===== src/rtl/attex_bus_sequencer.sv =====
// attex_bus_sequencer: SCC68070 main-bus cycle sequencer for the CD-i top level.
// Decodes the CPU address into chip selects, waits for the selected device's
// acknowledge, and returns a registered one-cycle bus_ack with latched read data.
// It raises a one-cycle bus_err on unmapped areas and device timeouts, strobes the
// slave uC IRQ, and counts timeouts and aborted cycles.
//
// Handshake: a CPU cycle is live while cpu_as=1 and at least one data strobe is
// set. cpu_iack4=1 starts an interrupt-acknowledge cycle regardless of the strobes.
// Level devices complete on their ack level. The slave uC completes on a rising
// edge of slave_dtack_n. The sequencer answers each strobe exactly once, with
// cpu_bus_ack or cpu_bus_err high for a single clk30 cycle. It then waits in END
// until cpu_as drops.
//
// dbg_o = {write_q, target_q[2:0], state_q[2:0]} gives visibility of the sequencer.
module attex_bus_sequencer #(
    parameter int unsigned TIMEOUT_CYCLES = 256,  // 2..65535
    parameter int unsigned SLAVE_IRQ_LEN  = 1     // >= 1
) (
    input  logic        clk30,
    input  logic        reset,
    input  logic        cpu_as,
    input  logic        cpu_uds,
    input  logic        cpu_lds,
    input  logic        cpu_write,
    input  logic [23:1] cpu_addr,
    input  logic        cpu_iack4,
    input  logic        mcd212_ack,
    input  logic        cdic_ack,
    input  logic        mk48_ack,
    input  logic        slave_dtack_n,
    input  logic [15:0] mcd212_dout,
    input  logic [15:0] cdic_dout,
    input  logic [7:0]  mk48_dout,
    input  logic [7:0]  slave_dout,
    output logic        cs_mcd212,
    output logic        cs_dvc,
    output logic        cs_cdic,
    output logic        cs_slave,
    output logic        cs_mk48,
    output logic [15:0] cpu_data_in,
    output logic        cpu_bus_ack,
    output logic        cpu_bus_err,
    output logic        slave_irq,
    output logic [7:0]  timeout_cnt,
    output logic [7:0]  abort_cnt,
    output logic [6:0]  dbg_o
);

    typedef enum logic [2:0] {
        S_IDLE = 3'd0,
        S_WAIT = 3'd1,
        S_ACK  = 3'd2,
        S_ERR  = 3'd3,
        S_END  = 3'd4
    } state_t;

    typedef enum logic [2:0] {
        T_NONE  = 3'd0,
        T_MCD   = 3'd1,
        T_DVC   = 3'd2,
        T_CDIC  = 3'd3,
        T_SLAVE = 3'd4,
        T_MK48  = 3'd5
    } target_t;

    localparam logic [15:0] WAIT_LAST = 16'(TIMEOUT_CYCLES - 1);
    localparam int unsigned IRQ_W     = $clog2(SLAVE_IRQ_LEN + 1);
    localparam logic [IRQ_W-1:0] IRQ_LOAD = IRQ_W'(SLAVE_IRQ_LEN);

    state_t         state_q, state_d;
    target_t        target_q, target_d;
    logic [15:0]    wait_q, wait_d;
    logic [15:0]    data_q, data_d;
    logic           write_q, write_d;
    logic           dtack_q;
    logic [IRQ_W-1:0] irq_cnt_q;
    logic [7:0]     timeout_cnt_q;
    logic [7:0]     abort_cnt_q;

    // Per-cycle events raised by the next-state logic.
    logic           irq_start;
    logic           timeout_hit;
    logic           abort_hit;

    // Address decode results.
    logic [23:0]    byte_addr;
    target_t        dec_target;
    logic           dec_unmapped;
    logic           dec_default;

    // Completion view of the latched target.
    logic           dev_ack;
    logic [15:0]    dev_data;

    assign byte_addr = {cpu_addr, 1'b0};

    // Address decode in priority order. The unmapped window is tested before
    // the MCD212 window, so 0x600000..0x7FFFFF reports a bus error.
    always_comb begin
        dec_target   = T_NONE;
        dec_unmapped = 1'b0;
        dec_default  = 1'b0;
        if (cpu_as) begin
            if (byte_addr[23:16] == 8'h30) begin
                dec_target = T_CDIC;
            end else if (byte_addr[23:16] == 8'h31) begin
                dec_target = T_SLAVE;
            end else if (byte_addr[23:16] == 8'h32) begin
                dec_target = T_MK48;
            end else if (byte_addr[23:20] == 4'hD || byte_addr[23:19] == 5'b11101) begin
                dec_target = T_DVC;
            end else if ((byte_addr >= 24'h600000 && byte_addr < 24'hD00000) ||
                         byte_addr >= 24'hF00000) begin
                dec_unmapped = 1'b1;
            end else if (byte_addr <= 24'h27FFFF ||
                         (byte_addr >= 24'h400000 && byte_addr < 24'h800000)) begin
                dec_target = T_MCD;
            end else begin
                dec_default = 1'b1;
            end
        end
    end

    // Select the acknowledge and the read data of the latched target.
    // Byte-wide devices are replicated on both data lanes.
    always_comb begin
        dev_ack  = 1'b0;
        dev_data = 16'h0000;
        case (target_q)
            T_MCD, T_DVC: begin
                dev_ack  = mcd212_ack;
                dev_data = mcd212_dout;
            end
            T_CDIC: begin
                dev_ack  = cdic_ack;
                dev_data = cdic_dout;
            end
            T_MK48: begin
                dev_ack  = mk48_ack;
                dev_data = {mk48_dout, mk48_dout};
            end
            T_SLAVE: begin
                dev_ack  = slave_dtack_n & ~dtack_q;
                dev_data = {slave_dout, slave_dout};
            end
            default: begin
                dev_ack  = 1'b0;
                dev_data = 16'h0000;
            end
        endcase
    end

    // Sequencer state register plus the latched cycle context.
    always_ff @(posedge clk30) begin
        if (reset) begin
            state_q  <= S_IDLE;
            target_q <= T_NONE;
            wait_q   <= 16'h0000;
            data_q   <= 16'h0000;
            write_q  <= 1'b0;
        end else begin
            state_q  <= state_d;
            target_q <= target_d;
            wait_q   <= wait_d;
            data_q   <= data_d;
            write_q  <= write_d;
        end
    end

    // Next-state logic: start, wait, complete, time out or abort a bus cycle.
    always_comb begin
        state_d     = state_q;
        target_d    = target_q;
        wait_d      = wait_q;
        data_d      = data_q;
        write_d     = write_q;
        irq_start   = 1'b0;
        timeout_hit = 1'b0;
        abort_hit   = 1'b0;
        case (state_q)
            S_IDLE: begin
                target_d = T_NONE;
                if (cpu_iack4) begin
                    // The CDIC interrupt vector is returned directly.
                    state_d = S_ACK;
                    data_d  = cdic_dout;
                    write_d = cpu_write;
                end else if (cpu_as && (cpu_uds || cpu_lds)) begin
                    write_d = cpu_write;
                    if (dec_unmapped) begin
                        state_d = S_ERR;
                    end else if (dec_default) begin
                        state_d = S_ACK;
                        data_d  = 16'h0000;
                    end else begin
                        state_d   = S_WAIT;
                        target_d  = dec_target;
                        wait_d    = 16'h0000;
                        irq_start = (dec_target == T_SLAVE);
                    end
                end
            end
            S_WAIT: begin
                wait_d = wait_q + 16'd1;
                if (!cpu_as) begin
                    // The CPU gave up on the cycle. Go back quietly.
                    state_d   = S_IDLE;
                    abort_hit = 1'b1;
                end else if (dev_ack) begin
                    // An ack on the last wait cycle still wins over the timeout.
                    state_d = S_ACK;
                    data_d  = dev_data;
                end else if (wait_q == WAIT_LAST) begin
                    state_d     = S_ERR;
                    timeout_hit = 1'b1;
                end
            end
            S_ACK: begin
                state_d = S_END;
            end
            S_ERR: begin
                state_d = S_END;
            end
            S_END: begin
                // Wait here until the strobe is released, so one strobe gets one answer.
                if (!cpu_as) begin
                    state_d = S_IDLE;
                end
            end
            default: begin
                state_d = S_IDLE;
            end
        endcase
    end

    // Output decode from the registered state: chip selects, ack and err pulses.
    always_comb begin
        cs_mcd212   = 1'b0;
        cs_dvc      = 1'b0;
        cs_cdic     = 1'b0;
        cs_slave    = 1'b0;
        cs_mk48     = 1'b0;
        if (state_q == S_WAIT || state_q == S_ACK || state_q == S_END) begin
            cs_mcd212 = (target_q == T_MCD);
            cs_dvc    = (target_q == T_DVC);
            cs_cdic   = (target_q == T_CDIC);
            cs_slave  = (target_q == T_SLAVE);
            cs_mk48   = (target_q == T_MK48);
        end
        cpu_bus_ack = (state_q == S_ACK);
        cpu_bus_err = (state_q == S_ERR);
    end

    // Track the slave DTACK level for edge detection.
    // Also run the slave IRQ strobe and the saturating event counters.
    always_ff @(posedge clk30) begin
        if (reset) begin
            dtack_q       <= 1'b0;
            irq_cnt_q     <= '0;
            timeout_cnt_q <= 8'h00;
            abort_cnt_q   <= 8'h00;
        end else begin
            dtack_q <= slave_dtack_n;
            if (irq_start) begin
                irq_cnt_q <= IRQ_LOAD;
            end else if (irq_cnt_q != '0) begin
                irq_cnt_q <= irq_cnt_q - IRQ_W'(1);
            end
            if (timeout_hit && timeout_cnt_q != 8'hFF) begin
                timeout_cnt_q <= timeout_cnt_q + 8'd1;
            end
            if (abort_hit && abort_cnt_q != 8'hFF) begin
                abort_cnt_q <= abort_cnt_q + 8'd1;
            end
        end
    end

    assign cpu_data_in = data_q;
    assign slave_irq   = (irq_cnt_q != '0);
    assign timeout_cnt = timeout_cnt_q;
    assign abort_cnt   = abort_cnt_q;
    assign dbg_o       = {write_q, target_q, state_q};

endmodule


===== config.mk =====
export PLATFORM = sky130hd
export DESIGN_NAME = attex_bus_sequencer
export DESIGN_NICKNAME = d
export VERILOG_FILES = /design/src/rtl/attex_bus_sequencer.sv
export SDC_FILE = /design/constraint.sdc
export NUM_CORES = 1
export LEC_CHECK = 0
export ABC_AREA = 1
export CORE_ASPECT_RATIO = 1.4
export CORE_UTILIZATION = 50
export DETAILED_ROUTE_END_ITERATION = 7
export GPL_TIMING_DRIVEN = 1
export PLACE_DENSITY = 0.85
export SYNTH_ARGS = -nofsm -noshare
export SYNTH_HDL_FRONTEND = slang
export SYNTH_SLANG_ARGS = --single-unit

===== constraint.sdc =====
create_clock -name clk30 -period 3.8 [get_ports clk30]
set_clock_uncertainty 0.1 [all_clocks]
set_input_delay 0.38 -clock clk30 [delete_from_list [all_inputs] [get_ports clk30]]
set_output_delay 0.38 -clock clk30 [all_outputs]
set_load 0.01 [all_outputs]

==> metrics.md, run 1 <==
| Metric | Value |
|---|---|
| Outcome | `finished, final reports clean` |
| Pin count of the biggest net entering global routing | `26` |
| # diodes | `0` |
| Asr flop ratio synth | `0` |
| Share of the synthesized area in the top cell type | `0.307` |
| Nets@finish | `773` |
| Yosys warning count | `0` |
| DP Area | `0.00487 mm2` |
| Layout cells sized above 1 | `0.104` |
| CTS tree | `yes` |
| Cell internal pwr | `0.00128 W` |
| CTS Sinks | `57` |
| Final Instance Area | `0.00509 mm2` |
| H-tree Lvls | `3` |
| Die height | `104 um` |
| Total number of vias | `4,131` |
| Synth cell count leaders | `153 x nand2_1, 68 x inv_1, 63 x nor2_1` |
| #FFs+latches synth | `57` |
| Setup TNS | `0 ns` |
| Worst-Margin Slew | `0.842 ns` |
| Fillcell total | `615` |
| Final hold violations | `0` |
| Area grow syn2layout | `37.2%` |
| Critical Path RT | `3.32 ns` |
| Vias in the first global route | `3,929` |
| Wire length per cell | `13.3 um` |
| Seq pwr share | `0.371` |
| PostCTS Resize Cnt | `0` |
| Worst-path maximum fanout | `12` |
| Avg Vias per Cell | `5.24` |
| Slew margin rel. | `0.437` |
| Core area | `0.00707 mm2` |
| Peak supply drop | `0.244 mV` |
| Largest area contributor in the netlist | `dfxtp_1` |
| Combinational power share | `0.290` |
| Row cnt | `36` |
| Initial core utilization | `0.525` |
| Dpl hpwl | `8.02 mm` |
| Net Switching | `0.000610 W` |
| Sequential share of the synthesized area | `0.307` |
| Top cells by area, synth | `dfxtp_1 31%, nand2_1 15%, inv_1 6.9%` |
| Die area | `0.00778 mm2` |
| Reg2Reg Depth | `11` |
| Top-count cell post-synth | `nand2_1` |
| Routed Wire Length | `10.5 mm` |
| Die W | `74.8 um` |
| Worst R2R Start | `target_q[2]` |
| RR Endpoint | `cpu_data_in[1]` |
| IO Pins | `129` |
| Cts hold-fix bufs | `0` |
| Worst Hold End | `write_q` |
| Synth unique cells | `40` |
| CP Class | `reg -> out` |
| R2r setup slk | `1.58 ns` |
| WP data arrival | `2.17 ns` |
| DRC Markers | `0` |
| CP endpoint kind | `output port` |
| Synthesized area per cell | `6.42 um2` |
| RSZ-0062 raised after global routing | `false` |
| Mapped Nets | `663` |
| 1st-pass router iterations | `4` |
| Final ANT Viol Nets | `0` |
| Max clock buf depth | `2` |
| Worst skew pair latency | `0.34 ns` |
| Clk network pwr share | `0.338` |
| Max-slew violation count | `0` |
| Syn Std Cell Area | `0.00371 mm2` |
| HP Start | `write_q` |
| Hold Path Class | `reg -> reg` |
| Total Routing Usage GR | `0.278` |
| CTS buffer count | `9` |
| Post-CTS Setup Bufs | `0` |
| IO buf count | `113` |
| First-pass GRT wire length | `17.0 mm` |
| Critical path origin | `state_q[0]` |
| CTS root buffer | `clkbuf_8` |
| Max-cap viol count | `0` |
| Hold depth | `2` |
| Pwr Density | `372 mW/mm2` |
| Final period util | `0.698` |
| EDFF count, synth | `0` |
| Setup crit start kind | `register` |
| Sw Ratio | `0.322` |
| Most used DFF post-synth | `dfxtp_1` |
| Min Tclk post-route | `2.65 ns` |
| Setup-failing EPs final | `0` |
| Overflow after GRT | `0` |
| Final GP Congestion | `0.915` |
| Antenna violations before repair | `0` |
| Drt initial violations | `153` |
| LEAKAGE | `2.14 nW` |
| Fmax | `377 MHz` |
| Synthesized instance count | `578` |
| CTS clk-pin slew, worst paths | `0.07 ns` |
final cells by class:
type | instances | area (um2) | area share
clock inverters | 7 | 101 | 0.0199
inverters | 77 | 294 | 0.0578
multi-input cells | 428 | 2170 | 0.425
repair buffers | 115 | 1150 | 0.225
well taps | 95 | 119 | 0.0233
clock buffers | 9 | 124 | 0.0243
flip-flops and latches | 57 | 1140 | 0.224
worst max path at each step:
stage	cells after the start	endpoint	slack [ns]
after floorplan	10	timeout_cnt[6]	2.05
after global placement	4	abort_cnt[0]	1.41
after detailed placement	4	abort_cnt[0]	1.40
after CTS	7	cs_slave	1.12
after global routing	7	cs_slave	0.98
final	7	cs_slave	1.15
flip-flops by register name (all words and copies together), names as in the netlist:
signal	cells
cpu_data_in	16
wait_q	16
timeout_cnt	8
target_q	3
slave_irq	1
abort_cnt	8
write_q	1
dtack_q	1
state_q	3
critical path: stages (launching register included):
cell and delay, ns:
dfxtp_1 0.46, inv_2 0.07, nor2_2 0.09, nand2_2 0.22, nand3b_1 0.28, nand3_1 0.10
inv_1 0.07, clkdlybuf4s50_1 0.54
power by group through the flow:
| stage | sequential [W] | clock (W) | combinational [W] |
|---|---|---|---|
| after floorplan | 0.000735 | 0 | 0.000303 |
| after global routing | 0.000708 | 0.000683 | 0.000606 |
| after global placement | 0.000711 | 0 | 0.000537 |
| after CTS | 0.000701 | 0.000649 | 0.000551 |
| after detailed placement | 0.000715 | 0 | 0.000548 |
| final | 0.000703 | 0.000640 | 0.000550 |
cells in the final DEF, fill, tap and decap left out, types with 4 or more instances in the layout:
| master | synthesis | routed |
|---|---|---|
| clkbuf_8 | 0 | 9 |
| nor2_2 | 15 | 15 |
| nor3_1 | 10 | 10 |
| o21ai_0 | 21 | 21 |
| nor2_1 | 63 | 63 |
| nand4_1 | 16 | 16 |
| xor2_1 | 6 | 6 |
| nor2_4 | 5 | 5 |
| o21bai_1 | 16 | 16 |
| or2_2 | 7 | 7 |
| nand3_1 | 42 | 42 |
| nand2_1 | 153 | 153 |
| clkdlybuf4s50_1 | 0 | 113 |
| inv_2 | 7 | 7 |
| inv_1 | 68 | 68 |
| dfxtp_1 | 57 | 57 |
| nand2_4 | 4 | 4 |
| a31oi_1 | 5 | 5 |
| a21oi_1 | 33 | 33 |
| nand2_2 | 6 | 6 |
layer usage:
layer | GRT usage | up-vias | wire (um)
met4 | 0.127 | 0 | 237
met2 | 0.500 | 154 | 5320
met1 | 0.277 | 1881 | 3910
met5 | 0 | - | 0
met3 | 0.0921 | 17 | 1020
li1 | - | 2079 | -
per-stage QoR:
| step | total power (W) | worst slack, ns | cells | hold slack [ns] | util |
|---|---|---|---|---|---|
| global placement | 0.00125 | 1.41 | 772 | 0.353 | 0.688 |
| CTS | 0.00190 | 1.12 | 788 | 0.374 | 0.720 |
| global route | 0.00200 | 0.976 | 788 | 0.400 | 0.720 |
| finish | 0.00189 | 1.15 | 788 | 0.375 | 0.720 |
| detailed placement | 0.00126 | 1.40 | 772 | 0.362 | 0.688 |
| floorplan | 0.00104 | 2.05 | 578 | 0.340 | - |
cell families after synthesis:
family / after synthesis / share of synthesized area
buffers and inverters: 93 / 0.109
AO/OA/AOI/OAI: 89 / 0.144
flip-flops: 57 / 0.307
AND/OR/NAND/NOR: 328 / 0.410
adder cells (fa/ha/maj): 3 / 0.0101
XOR/XNOR: 8 / 0.0189
(Power assumes the default switching activity.)
==> run 2: changes to the inputs <==
--- a/config.mk
+++ b/config.mk
@@ -7,10 +7,10 @@
 export LEC_CHECK = 0
 export ABC_AREA = 1
 export CORE_ASPECT_RATIO = 1.4
-export CORE_UTILIZATION = 50
+export CORE_UTILIZATION = 46
 export DETAILED_ROUTE_END_ITERATION = 7
 export GPL_TIMING_DRIVEN = 1
-export PLACE_DENSITY = 0.85
+export PLACE_DENSITY = 0.79
 export SYNTH_ARGS = -nofsm -noshare
 export SYNTH_HDL_FRONTEND = slang
 export SYNTH_SLANG_ARGS = --single-unit
==> constraint.sdc (replaced) <==
create_clock -name clk30 -period 2.6 [get_ports clk30]
set_clock_uncertainty 0.1 [all_clocks]
set_input_delay 0.26 -clock clk30 [delete_from_list [all_inputs] [get_ports clk30]]
set_output_delay 0.26 -clock clk30 [all_outputs]
set_load 0.01 [all_outputs]
==> metrics.md, run 2 (synthesized netlist as in run 1, its figures left out) <==
| Metric | Value |
|---|---|
| Outcome | `finished, final reports clean` |
| Final ANT Viol Nets | `0` |
| Initial core utilization | `0.476` |
| Fmax | `418 MHz` |
| Clk network pwr share | `0.301` |
| Wire length per cell | `12.9 um` |
| Sw Ratio | `0.326` |
| Critical Path RT | `2.24 ns` |
| WP data arrival | `2.03 ns` |
| Final hold violations | `0` |
| Crit-path slowest cell | `clkdlybuf4s50_1` |
| CTS clk-pin slew, worst paths | `0.07 ns` |
| Die W | `77.9 um` |
| Seq pwr share | `0.392` |
| Setup-failing EPs final | `0` |
| Nets@finish | `773` |
| # diodes | `0` |
| Final GP Congestion | `0.931` |
| Avg Vias per Cell | `5.15` |
| Net Switching | `0.000852 W` |
| Drt initial violations | `121` |
| IO Pins | `129` |
| Top cell by count, worst path | `inv_1` |
| Worst skew pair latency | `0.34 ns` |
| Pin count of the biggest net entering global routing | `50` |
| CP endpoint kind | `output port` |
| RSZ-0062 raised after global routing | `false` |
| Reg area | `0.00114 mm2` |
| Min Tclk post-route | `2.39 ns` |
| Commonest non-fill, non-tap cell in the layout | `nand2_1` |
| Crit-path cells | `inv_1, nand2_1, nor2_1, nand3b_1, nand4_1, inv_1, clkdlybuf4s50_1` |
| Final period util | `0.920` |
| CTS root buffer | `clkbuf_8` |
| CTS buffer count | `9` |
| Cell internal pwr | `0.00176 W` |
| Total number of vias | `4,082` |
| Worst-path maximum fanout | `5` |
| First-pass GRT wire length | `16.8 mm` |
| CP Class | `reg -> out` |
| Post-CTS Setup Bufs | `0` |
| CP max stage delay | `0.54 ns` |
| Row cnt | `38` |
| Delay-heaviest family, CP | `buffers and inverters` |
| Dpl hpwl | `7.68 mm` |
| IO buf count | `113` |
| LEAKAGE | `2.13 nW` |
| Area grow syn2layout | `36.7%` |
| Core area | `0.00780 mm2` |
| Combinational power share | `0.307` |
| H-tree Lvls | `3` |
| Die area | `0.00844 mm2` |
| CTS tree | `yes` |
| Slew margin rel. | `0.656` |
| Cts hold-fix bufs | `0` |
| Total Routing Usage GR | `0.251` |
| Setup slack at placement | `0.365 ns` |
| Fillcell total | `705` |
| Max clock buf depth | `2` |
| Setup crit start kind | `register` |
| Antenna violations before repair | `0` |
| Setup TNS | `0 ns` |
| Final worst setup slack | `0.209 ns` |
| Hold Path Class | `in -> reg` |
| Max-cap viol count | `0` |
| Max-slew violation count | `0` |
| Routed Wire Length | `10.2 mm` |
| Peak supply drop | `0.328 mV` |
| DRC Markers | `0` |
| Overflow after GRT | `0` |
| Vias in the first global route | `3,828` |
| Pwr Density | `515 mW/mm2` |
| Worst-Margin Slew | `0.517 ns` |
| Crit path buffers/inverters | `3` |
| CTS Sinks | `57` |
| Die height | `108 um` |
| Multi-input logic area | `0.00217 mm2` |
| Layout cells sized above 1 | `0.104` |
| 1st-pass router iterations | `4` |
| Most frequent cells in the layout | `153 x nand2_1, 113 x clkdlybuf4s50_1, 68 x inv_1` |
run 2: cell types whose count changed in the layout (fill, tap and decap cells not counted), sizes merged:
cell    previous run  this run
inv               78        76
bufinv             2         1
clkinv             2         4
run 2: path summary, 6_finish.rpt:
kind / slack [ns] / end / start / depth (start not counted)
worst max-delay path: 0.21 / cs_dvc / state_q[2] / 7
worst min-delay path: 0.37 / dtack_q / slave_dtack_n / 3
worst max register to register: 0.48 / timeout_cnt[6] / wait_q[0] / 10
worst min register to register: 0.38 / write_q / write_q / 2
run 2: area by class of cell:
type | instances | share of cell area
well taps | 100 | 0.0247
clock buffers | 9 | 0.0244
repair buffers | 115 | 0.228
clock inverters | 6 | 0.0118
flip-flops and latches | 57 | 0.225
inverters | 77 | 0.0579
multi-input cells | 428 | 0.428
run 2: routing by layer:
metal / wire length, um / part of all wire / track usage / vias up
li1: - / - / - / 2077
met1: 4180 / 0.41 / 0.263 / 1845
met2: 4970 / 0.49 / 0.463 / 136
met3: 691 / 0.068 / 0.0549 / 24
met4: 345 / 0.034 / 0.135 / 0
met5: 0 / 0 / 0 / -
run 2: repair_timing:
item,4_1_cts,5_1_grt
gates resized for setup,0,2
endpoints found under the hold margin,0,0
setup endpoints to repair,0,4
run 2: power by group through the flow:
stage / Clock, W / Sequential, W / Combinational, W
2_1_floorplan: 0 / 0.00107 / 0.000443
3_3_place_gp: 0 / 0.00104 / 0.000785
3_5_place_dp: 0 / 0.00104 / 0.000797
4_1_cts: 0.000808 / 0.00102 / 0.000801
5_1_grt: 0.000840 / 0.00103 / 0.000885
6_report: 0.000788 / 0.00103 / 0.000802
run 2: tightest hold or removal path, delay by kind of cell:
kind | cells | cell delay [ns]
simple gates | 1 | 0.04
buf+inv | 2 | 0.46
run 2: metrics by stage:
stage / util / cells / cell area, um2 / power, W / hold slack, ns
floorplan: - / 578 / 3710 / 0.00152 / 0.285
global placement: 0.626 / 777 / 4880 / 0.00183 / 0.350
detailed placement: 0.626 / 777 / 4880 / 0.00184 / 0.364
CTS: 0.650 / 792 / 5070 / 0.00263 / 0.354
global route: 0.651 / 792 / 5070 / 0.00276 / 0.400
finish: 0.651 / 792 / 5070 / 0.00261 / 0.369
==> run 3: changes to the inputs <==
--- a/config.mk
+++ b/config.mk
@@ -7,6 +7,7 @@
 export LEC_CHECK = 0
 export ABC_AREA = 1
 export CORE_ASPECT_RATIO = 1.4
+export CORE_MARGIN = 2
 export CORE_UTILIZATION = 46
 export DETAILED_ROUTE_END_ITERATION = 7
 export GPL_TIMING_DRIVEN = 1
==> metrics.md, run 3 (synthesized netlist as in run 1, its figures left out) <==
| Metric | Value |
|---|---|
| RR Endpoint | `timeout_cnt[5]` |
| Vias in the first global route | `3,962` |
| CP endpoint kind | `output port` |
| LEAKAGE | `2.15 nW` |
| Dpl hpwl | `7.64 mm` |
| Die W | `79.9 um` |
| Outcome | `finished, final reports clean` |
| Avg Vias per Cell | `5.15` |
| Clk network pwr share | `0.340` |
| Setup TNS | `0 ns` |
| CP max stage delay | `0.53 ns` |
| Most frequent cells in the layout | `153 x nand2_1, 113 x clkdlybuf4s50_1, 68 x inv_1` |
| CTS root buffer | `clkbuf_8` |
| CTS buffer count | `9` |
| Reg2Reg Depth | `10` |
| Routed Wire Length | `10.4 mm` |
| Worst-Margin Slew | `0.568 ns` |
| RSZ-0062 raised after global routing | `false` |
| Final hold violations | `0` |
| Commonest non-fill, non-tap cell in the layout | `nand2_1` |
| Nets@finish | `773` |
| CTS clk-pin slew, worst paths | `0.07 ns` |
| First-pass GRT wire length | `17.0 mm` |
| Net Switching | `0.000894 W` |
| H-tree Lvls | `3` |
| Drt initial violations | `204` |
| Cells after DPL | `777` |
| Final Instance Area | `0.00511 mm2` |
| Final ANT Viol Nets | `0` |
| Final cell count without fillers | `793` |
| Worst Hold End | `write_q` |
| Fillcell total | `714` |
| Sw Ratio | `0.323` |
| Final period util | `0.944` |
| Worst skew pair latency | `0.34 ns` |
| Die height | `110 um` |
| Layout cells sized above 1 | `0.104` |
| IO Pins | `129` |
| IO buf count | `113` |
| Initial core utilization | `0.476` |
| Crit-path slowest cell | `clkdlybuf4s50_1` |
| 1st-pass router iterations | `4` |
| DP Area | `0.00488 mm2` |
| Area grow syn2layout | `37.8%` |
| HP Start | `write_q` |
| CTS tree | `yes` |
| Delay-heaviest family, CP | `buffers and inverters` |
| # diodes | `0` |
| Antenna violations before repair | `0` |
| Crit-path cells | `inv_2, nor2_2, nand2_4, nand3b_1, nand4_1, inv_1, clkdlybuf4s50_1` |
| Setup-failing EPs final | `0` |
| CP Class | `reg -> out` |
| Peak supply drop | `0.427 mV` |
| Crit path buffers/inverters | `3` |
| Core area | `0.00780 mm2` |
| Hold depth | `2` |
| Max-slew violation count | `0` |
| Die area | `0.00881 mm2` |
| Combinational power share | `0.290` |
| WP data arrival | `2.10 ns` |
| CTS Sinks | `57` |
| Fmax | `407 MHz` |
| Setup crit start kind | `register` |
| R2r setup slk | `0.43 ns` |
| Worst-path maximum fanout | `12` |
| Overflow after GRT | `0` |
| Max clock buf depth | `2` |
| Total Routing Usage GR | `0.242` |
| Row cnt | `38` |
| Seq pwr share | `0.370` |
| Pwr Density | `542 mW/mm2` |
| Worst hold margin | `0.362 ns` |
| Total number of vias | `4,087` |
| Max-cap viol count | `0` |
| Critical Path RT | `2.24 ns` |
| Cell internal pwr | `0.00188 W` |
| Min Tclk post-route | `2.46 ns` |
| Hold Path Class | `reg -> reg` |
| Slew margin rel. | `0.621` |
| Pin count of the biggest net entering global routing | `50` |
| DRC Markers | `0` |
| Worst R2R Start | `wait_q[0]` |
| Wire length per cell | `13.1 um` |
| Final GP Congestion | `0.922` |
## run 3: cell types whose count changed in the layout (fill, tap and decap cells not counted), sizes merged
cell / change
clkinv: -2
inv: +2
bufinv: +1
## run 3: timing repair
item                                    in CTS  in global routing
setup buffers                                0                  0
gates resized for setup                      0                  1
hold buffers                                 0                  0
endpoints found under the setup margin       0                  5
## run 3: cell type report
type | count | area (um2) | share of cell area
clock inverter | 7 | 101 | 0.0198
multi-input combinational | 428 | 2170 | 0.424
timing repair buffer | 115 | 1160 | 0.227
inverter | 77 | 294 | 0.0575
clock buffer | 9 | 124 | 0.0242
tap | 100 | 125 | 0.0245
sequential | 57 | 1140 | 0.223
## run 3: tightest hold or removal path: cells and delay by family, from the launching register on
kind            cells  cell delay, ns
compound gates      1            0.05
flops               1            0.31
simple gates        1            0.06
## run 3: layer usage
metal	global-route usage	vias up	wire length, um
li1	-	2086	-
met5	0	-	0
met3	0.0603	20	744
met4	0.0860	0	214
met1	0.250	1835	4190
met2	0.466	146	5220
## run 3: power by group through the flow
stage	Combinational, W	Clock (W)	Sequential, W
after floorplan	0.000443	0	0.00107
after global placement	0.000789	0	0.00104
after detailed placement	0.000800	0	0.00104
after CTS	0.000805	0.000959	0.00102
after global routing	0.000889	0.000992	0.00104
final	0.000805	0.000942	0.00103
## run 3: how the worst max path moves through the flow
stage | startpoint | to | slack [ns] | depth (start not counted)
4_1_cts | state_q[0] | cs_mcd212 | 0.04 | 7
3_3_place_gp | state_q[0] | cs_mcd212 | 0.44 | 7
6_report | state_q[0] | cs_mcd212 | 0.14 | 7
5_1_grt | state_q[0] | cs_mcd212 | 0.003 | 7
2_1_floorplan | wait_q[0] | timeout_cnt[6] | 0.85 | 10
3_5_place_dp | cpu_addr[22] | wait_q[13] | 0.38 | 13
## run 3: per-stage QoR
stage | setup WS (ns) | utilization | total power [W]
after floorplan | 0.854 | - | 0.00152
after global placement | 0.441 | 0.626 | 0.00183
after detailed placement | 0.381 | 0.626 | 0.00184
after CTS | 0.0364 | 0.655 | 0.00279
after global routing | 0.00301 | 0.656 | 0.00292
final | 0.145 | 0.656 | 0.00277
